File: config.mk
export PLATFORM = sky130hd
export DESIGN_NAME = ws2812_rx
export DESIGN_NICKNAME = d
export VERILOG_FILES = /design/src/rtl/ws2812_rx.sv
export SDC_FILE = /design/constraint.sdc
export NUM_CORES = 1
export LEC_CHECK = 0
export ABC_CLOCK_PERIOD_IN_PS = 2500
export BUFFER_PORTS_ARGS = -buffer_cell sky130_fd_sc_hd__buf_2
export CAP_MARGIN = 20
export CORE_MARGIN = 2
export CORE_UTILIZATION = 35
export DETAILED_ROUTE_END_ITERATION = 7
export PLACE_DENSITY = 0.53
export SLEW_MARGIN = 40
export SYNTH_ARGS = -nofsm -noshare
export SYNTH_HDL_FRONTEND = slang
export SYNTH_SLANG_ARGS = --single-unit
File: constraint.sdc
create_clock -name clk -period 2.5 [get_ports clk]
set_clock_uncertainty 0.1 [all_clocks]
set_input_delay 0.5 -clock clk [delete_from_list [all_inputs] [get_ports clk]]
set_output_delay 0.5 -clock clk [all_outputs]
set_load 0.02 [all_outputs]
File: src/rtl/ws2812_rx.sv
// WS2812 NRZ line receiver: pulse-width bit decode into 24-bit GRB words,
// latch detection, per-frame pixel counting and malformed-traffic flagging.
module ws2812_rx #(
  parameter int unsigned BIT_THRESH   = 30,
  parameter int unsigned MIN_PULSE    = 5,
  parameter int unsigned MAX_PULSE    = 75,
  parameter int unsigned RESET_CYCLES = 2500
) (
  input  logic        clk,
  input  logic        rst_n,
  input  logic        din,
  output logic [23:0] color,
  output logic        color_valid,
  output logic [4:0]  bit_cnt,
  output logic [15:0] pixel_count,
  output logic        frame_end,
  output logic        error
);

  typedef enum logic [1:0] {
    SYNC,
    LOW,
    HIGH
  } state_e;

  localparam logic [15:0] CNT_MAX = 16'hFFFF;
  localparam logic [15:0] THRESH  = 16'(BIT_THRESH);
  localparam logic [15:0] MINP    = 16'(MIN_PULSE);
  localparam logic [15:0] MAXP    = 16'(MAX_PULSE);
  localparam logic [15:0] RST_M1  = 16'(RESET_CYCLES - 1);

  state_e      state_q, state_d;
  logic        s1_q, din_s_q, din_d_q;
  logic [15:0] hi_cnt_q, hi_cnt_d;
  logic [15:0] lo_cnt_q, lo_cnt_d;
  logic [23:0] shift_q, shift_d;
  logic [23:0] color_q, color_d;
  logic        valid_q, valid_d;
  logic [4:0]  bit_cnt_q, bit_cnt_d;
  logic [15:0] pix_q, pix_d;
  logic        fe_q, fe_d;
  logic        err_q, err_d;
  logic        first_q, first_d;

  logic        rise, fall, lo_hit, bit_val;
  logic [23:0] word;

  assign rise    = din_s_q & ~din_d_q;
  assign fall    = ~din_s_q & din_d_q;
  // Single-cycle strobe: the low run is just now reaching RESET_CYCLES.
  assign lo_hit  = ~din_s_q & (lo_cnt_q == RST_M1);
  assign bit_val = (hi_cnt_q >= THRESH);
  assign word    = {shift_q[22:0], bit_val};

  // Pulse-length counters, next-state and output decode.
  always_comb begin
    state_d   = state_q;
    shift_d   = shift_q;
    color_d   = color_q;
    valid_d   = 1'b0;
    bit_cnt_d = bit_cnt_q;
    pix_d     = pix_q;
    fe_d      = 1'b0;
    err_d     = 1'b0;
    first_d   = first_q;

    if (rise)
      hi_cnt_d = 16'd1;
    else if (din_s_q && hi_cnt_q != CNT_MAX)
      hi_cnt_d = hi_cnt_q + 16'd1;
    else
      hi_cnt_d = hi_cnt_q;

    if (din_s_q)
      lo_cnt_d = '0;
    else if (lo_cnt_q != CNT_MAX)
      lo_cnt_d = lo_cnt_q + 16'd1;
    else
      lo_cnt_d = lo_cnt_q;

    unique case (state_q)
      SYNC: begin
        if (lo_hit)
          state_d = LOW;
      end
      LOW: begin
        if (rise) begin
          state_d = HIGH;
          if (first_q) begin
            pix_d   = '0;
            first_d = 1'b0;
          end
        end else if (lo_hit) begin
          fe_d    = 1'b1;
          first_d = 1'b1;
          if (bit_cnt_q != 5'd0) begin
            err_d     = 1'b1;
            bit_cnt_d = '0;
          end
        end
      end
      HIGH: begin
        if (hi_cnt_q >= MAXP) begin
          err_d     = 1'b1;
          bit_cnt_d = '0;
          state_d   = SYNC;
        end else if (fall) begin
          state_d = LOW;
          if (hi_cnt_q >= MINP) begin
            shift_d = word;
            if (bit_cnt_q == 5'd23) begin
              color_d   = word;
              valid_d   = 1'b1;
              bit_cnt_d = '0;
              if (pix_q != CNT_MAX)
                pix_d = pix_q + 16'd1;
            end else begin
              bit_cnt_d = bit_cnt_q + 5'd1;
            end
          end
        end
      end
      default: state_d = SYNC;
    endcase
  end

  // Synchronizer, edge register and all decoder state.
  always_ff @(posedge clk or negedge rst_n) begin
    if (!rst_n) begin
      state_q   <= SYNC;
      s1_q      <= 1'b0;
      din_s_q   <= 1'b0;
      din_d_q   <= 1'b0;
      hi_cnt_q  <= '0;
      lo_cnt_q  <= '0;
      shift_q   <= '0;
      color_q   <= '0;
      valid_q   <= 1'b0;
      bit_cnt_q <= '0;
      pix_q     <= '0;
      fe_q      <= 1'b0;
      err_q     <= 1'b0;
      first_q   <= 1'b0;
    end else begin
      state_q   <= state_d;
      s1_q      <= din;
      din_s_q   <= s1_q;
      din_d_q   <= din_s_q;
      hi_cnt_q  <= hi_cnt_d;
      lo_cnt_q  <= lo_cnt_d;
      shift_q   <= shift_d;
      color_q   <= color_d;
      valid_q   <= valid_d;
      bit_cnt_q <= bit_cnt_d;
      pix_q     <= pix_d;
      fe_q      <= fe_d;
      err_q     <= err_d;
      first_q   <= first_d;
    end
  end

  assign color       = color_q;
  assign color_valid = valid_q;
  assign bit_cnt     = bit_cnt_q;
  assign pixel_count = pix_q;
  assign frame_end   = fe_q;
  assign error       = err_q;

endmodule

# After elaboration in Yosys (flattened, before gate mapping)
# Index checks and enable logic that the tools add are counted.
# classes
add_sub_neg	4
order_cmp	3
n_eq_ne	20
mux	40
n_bitwise	6
n_reduce_logical	13
# ops
operator	n
$mux 16	11
$add 16x1->16 const B	3
$ne 16x16->1 const B	3
$mux 5	7
$pmux 16 s2	1
$ne 2x2->1 const B	11
$eq 16x12->1 const B	1
$ge 16x3->1 const B	1
$ge 16x5->1 const B	1
$ge 16x7->1 const B	1
$mux 1	14
$pmux 5 s2	1
$mux 2	4
$reduce_and 8->1	1
$reduce_bool 2->1	4
$ne 3x3->1 const B	2
$pmux 2 s3	1
$reduce_and 6->1	1
$add 5x1->5 const B	1
$eq 5x5->1 const B	1
$reduce_and 5->1	1
$reduce_bool 5->1	1
$reduce_and 4->1	1
$and 1x1->1	3
other kinds (8)	10
# word_totals
ff_bits	109
input_bits	3
output_inout_bits	48
word_cells	100

# Longest topological paths before layout
# logic_depth
ltp_word	7
depth_mapped	9
ltp_nobuf	8

# Worst setup path before layout
# OpenSTA, ideal clock, no wires.
# synth_timing
kind	register to register
startpoint	register hi_cnt_q[11]
endpoint	register pix_q[10] (netlist: pixel_count[10])
setup_ns	0.124
arrival_time_ns	2.314
required_ns	2.276
setup_slack_ns	-0.038
stages_incl_launch_ff	8
path_buffers	1
synth_period_minus_slack_ns	2.538
cell_sequence	dfrtp_1 -> or4_4 -> nor2_4 -> nand3_2 -> or4_4 -> buf_6 -> o211a_1 -> a211o_1
# synth_between
elab_chain_len	3
elab_cells_between_ends	5
classes_between	2 x order compare; 2 x eq/ne; 1 x reduce/logical
# synth_lines
element	line_no	source
start: declaration	34	logic [15:0] hi_cnt_q, hi_cnt_d;
start signal: assignment	149	hi_cnt_q <= hi_cnt_d;
$ge 16x3->1 / $ge 16x7->1 (equally long branches)	109, 103	
$ne 2x2->1 (no line)	--	
$reduce_and 8->1 (no line) (*)	--	
end signal: assignment	155	pix_q <= pix_d;
end: declaration	40	logic [15:0] pix_q, pix_d;
# Every way passes the cells marked *; elsewhere a longest branch is shown, timed or not.
# A chain may end at the register's enable or synchronous reset.

# Worst setup path in the final report
# layout_timing
startpoint	register hi_cnt_q[14]
endpoint	register pix_q[6] (netlist: pixel_count[6])
# Same word-level chain as after synthesis.

==> results.yml <==
status:
  status: "complete, but fails checks"
  violations: "negative setup slack"
clock_network:
  insertion_delay_ps: 350
  cts-buffers-inserted: 9
  cts.clk_slew.worst_paths_ps: 70
  ctsLongestPathBuffers: 2
  cts.sinks: 109
  cts_hold_buf: 0
  root_buffer: "clkbuf_16"
  tritoncts: "built"
  htreeDepth: 3
detailed_routing:
  drc: 0
  drt_wl_total_um: 12000
  firstDrtPassIters: 4
  drt_first_iter_violations: 272
  wl_per_cell_um: 15.4
  via_count: 4080
  ant_nets: 0
  viasPerCell: 5.24
critical_path:
  endpoint_kind: "flop"
  worst_r2r_path_depth: 6
  crit_family: "simple AND/OR/NAND/NOR gates"
  crit_required_ps: 2640
  rr_startpoint: "hi_cnt_q[14]"
  crit_buf_inv: 0
  cp_max_fo: 5
  cp_slowest_stage_delay_ps: 570
  r2r_end: "pixel_count[6]"
  path_common_cell: "or4_4"
  crit_arrival_ps: 2670
  worst_path_max_delay_cell: "or4_4"
  crit_type: "flop to flop"
  crit_path_cell_trace: "or4_4 -> nor2_4 -> nand3_4 -> or4_4 -> o311a_1 -> a211o_1"
  start_kind: "flop"
  reg2reg_slack_ps: -30
yosys:
  synth_nets: 511
  syn-instance-count: 496
  synth-async-reset-ratio_pct: 100
  synth_seq_cells: 109
  ys.flop_type: "dfrtp_1"
  synth_top_area_share_pct: 51.4
  ys.warnings.count: 0
  ys_seq_area_share_pct: 51.4
  synth-edff-count: 0
  synth.avg_cell_area_um2: 10.7
  ys_types: 56
  synth.area.top_cells: "dfrtp_1 (51%), mux2_2 (10%), nand2_1 (3.5%), nand3_1 (2.9%), ha_1 (2.8%)"
  synth_area_um2: 5310
  synth_area_leader_cell: "dfrtp_1"
global_route:
  antenna_found_initial: 0
  grt_pass1_wl_um: 20100
  grt_overflow: 0
  grtUsageTotal_pct: 15.4
  global_route.usage.met1_pct: 20.6
  grt_pass1_vias: 4029
  grt-busiest-layer: "met2"
  grt_max_degree: 45
  met2_usage_pct: 25.4
  gr-usage-met3_pct: 3.27
placement:
  dp.cells: 760
  dpl.hpwl_um: 8590
  place_congestion: 0.832
  io_buffers: 50
  pre_cts_slack_ps: -104
timing:
  clock.fmax_mhz: 395
  finalHoldViolations: 0
  setup_slack_ps: -29.6
  worst_pin_slew_ps: 499
  layout_min_cycle_time_ps: 2530
  relSlewSlack_pct: 66.7
  fin_crit_sh_pct: 101
  grt_setup_unrepaired: "yes"
  setup_viol: 2
  drv_slew: 0
flow_run:
  cap_violations: 0
finish:
  antenna_cells: 0
  nets: 602
  drive_gt1_share_pct: 30.3
  fin_util_pct: 42.9
  area_delta_synth_final_pct: 21.5
  fin_cells: 779
floorplanning:
  dieHeight_um: 127
  die-area_um2: 16200
  start_util_pct: 35.3
  placementRows: 45
  die_x_um: 127
  io_pins: 51
  fp.coreArea_um2: 15000
power:
  intPower_uw: 2520
  comb_power_share_pct: 4.8
  power_per_cell_area_nw_per_um2: 515
  ir_drop_mv: 0.316
  p_clk_share_pct: 41.4
  swShare_pct: 24.1
  p_switching_uw: 800
  leakage_uw: 0.00321
  seqPwrFrac_pct: 53.8
min_path:
  hold_path_class: "input port to async pin"
[worst register-to-register path, delay by kind of cell (launching register included)]
family	cells	cell delay, ps
AO/OA/AOI/OAI	2	560
flip-flops	1	380
AND/OR/NAND/NOR	4	1380
[Yosys cell counts (all sizes together), types with 2 or more instances]
cell type,instances
buf,6
o211a,2
xor2,11
o2bb2ai,2
o41ai,2
nand3,32
or4,10
a211oi,2
nor3,7
o21ai,12
nand3b,3
ha,12
nand2b,12
xnor2,9
or2,2
nor4,10
nor2,36
nand2,49
o311ai,3
a21o,2
nand4,14
o31ai,2
and3,12
inv,15
a31o,2
nor2b,3
dfrtp,109
and2,3
a21oi,12
or3,6
mux2i,5
a211o,2
mux2,47
a31oi,3
o211ai,10
clkbuf,13
[metrics by stage]
| stage | hold WS [ps] | total power [uW] | TNS [ps] | cell area, um^2 |
|---|---|---|---|---|
| 2_1_floorplan | 104 | 1890 | -1170 | 5310 |
| 3_3_place_gp | 235 | 1970 | -394 | 6100 |
| 3_5_place_dp | 235 | 1980 | -537 | 6100 |
| 4_1_cts | 11.3 | 3380 | -1390 | 6410 |
| 5_1_grt | 25.1 | 3480 | -2870 | 6450 |
| 6_report | 1.45 | 3320 | -52.0 | 6450 |
[repair_timing]
action | CTS | global route
cloned | 1 | 0
gates resized for setup | 4 | 6
endpoints found under the hold margin | 0 | 0
setup endpoints to repair | 30 | 69
pin swaps | 8 | 3
buffers inserted | 1 | 2
[cells by family (layout without fill, tap and decap cells)]
| group | Yosys count | in the layout | synth area share [%] |
|---|---|---|---|
| AOI/OAI and AO/OA | 66 | 66 | 8.77 |
| xor gates and xnor gates | 20 | 20 | 3.30 |
| buffers and inverters | 34 | 128 | 2.66 |
| DFF | 109 | 109 | 51.4 |
| muxes | 52 | 52 | 10.9 |
| adders and majority gates | 12 | 12 | 2.83 |
| and+or+nand+nor | 203 | 204 | 20.2 |
[how the worst max path moves through the flow]
stage	slack, ps	from	end	cells after the start
floorplan	-30	hi_cnt_q[15]	color[10]	6
global placement	-90	hi_cnt_q[14]	pixel_count[6]	6
detailed placement	-100	hi_cnt_q[14]	pixel_count[6]	6
CTS	-50	hi_cnt_q[8]	pixel_count[6]	6
global route	-130	hi_cnt_q[14]	pixel_count[6]	6
finish	-30	hi_cnt_q[14]	pixel_count[6]	6
[final cells by class]
cell class / instances / area [um^2]
Fill cell: 1423 / 8580
Sequential cell: 109 / 2730
Multi-Input combinational cell: 354 / 2490
Timing Repair Buffer: 98 / 667
Tap cell: 188 / 235
Clock buffer: 9 / 225
Inverter: 15 / 56.3
Clock inverter: 6 / 55.1
[power by group through the flow]
stage	Combinational, uW	Sequential (uW)	Clock, uW
3_5_place_dp	156	1820	0
5_1_grt	180	1790	1510
2_1_floorplan	58.0	1830	0
4_1_cts	160	1790	1430
3_3_place_gp	150	1820	0
6_report	158	1790	1380
[layout by cell type, fill, tap and decap left out, drive strengths merged, types with 12 or more instances in the layout]
cell type  instances
nand3             32
dfrtp            109
mux2              47
nand2             49
o21ai             12
and3              12
inv               18
buf               98
nor2              36
nand4             14
ha                12
a21oi             12
nand2b            12
[registers in the layout, indices dropped and copies added (netlist names)]
signal and cells:
color 24, shift_q 23, hi_cnt_q 16, lo_cnt_q 16, pixel_count 16, bit_cnt 5, state_q 2, color_valid 1
din_d_q 1, din_s_q 1, error 1, first_q 1, frame_end 1, s1_q 1
[routing by layer]
layer | vias to the layer above | part of all wire (%)
met5 | - | 0
li1 | 1977 | -
met1 | 2028 | 47
met2 | 62 | 49
met3 | 13 | 3.5
met4 | 0 | 1.1
(Power assumes the default switching activity.)
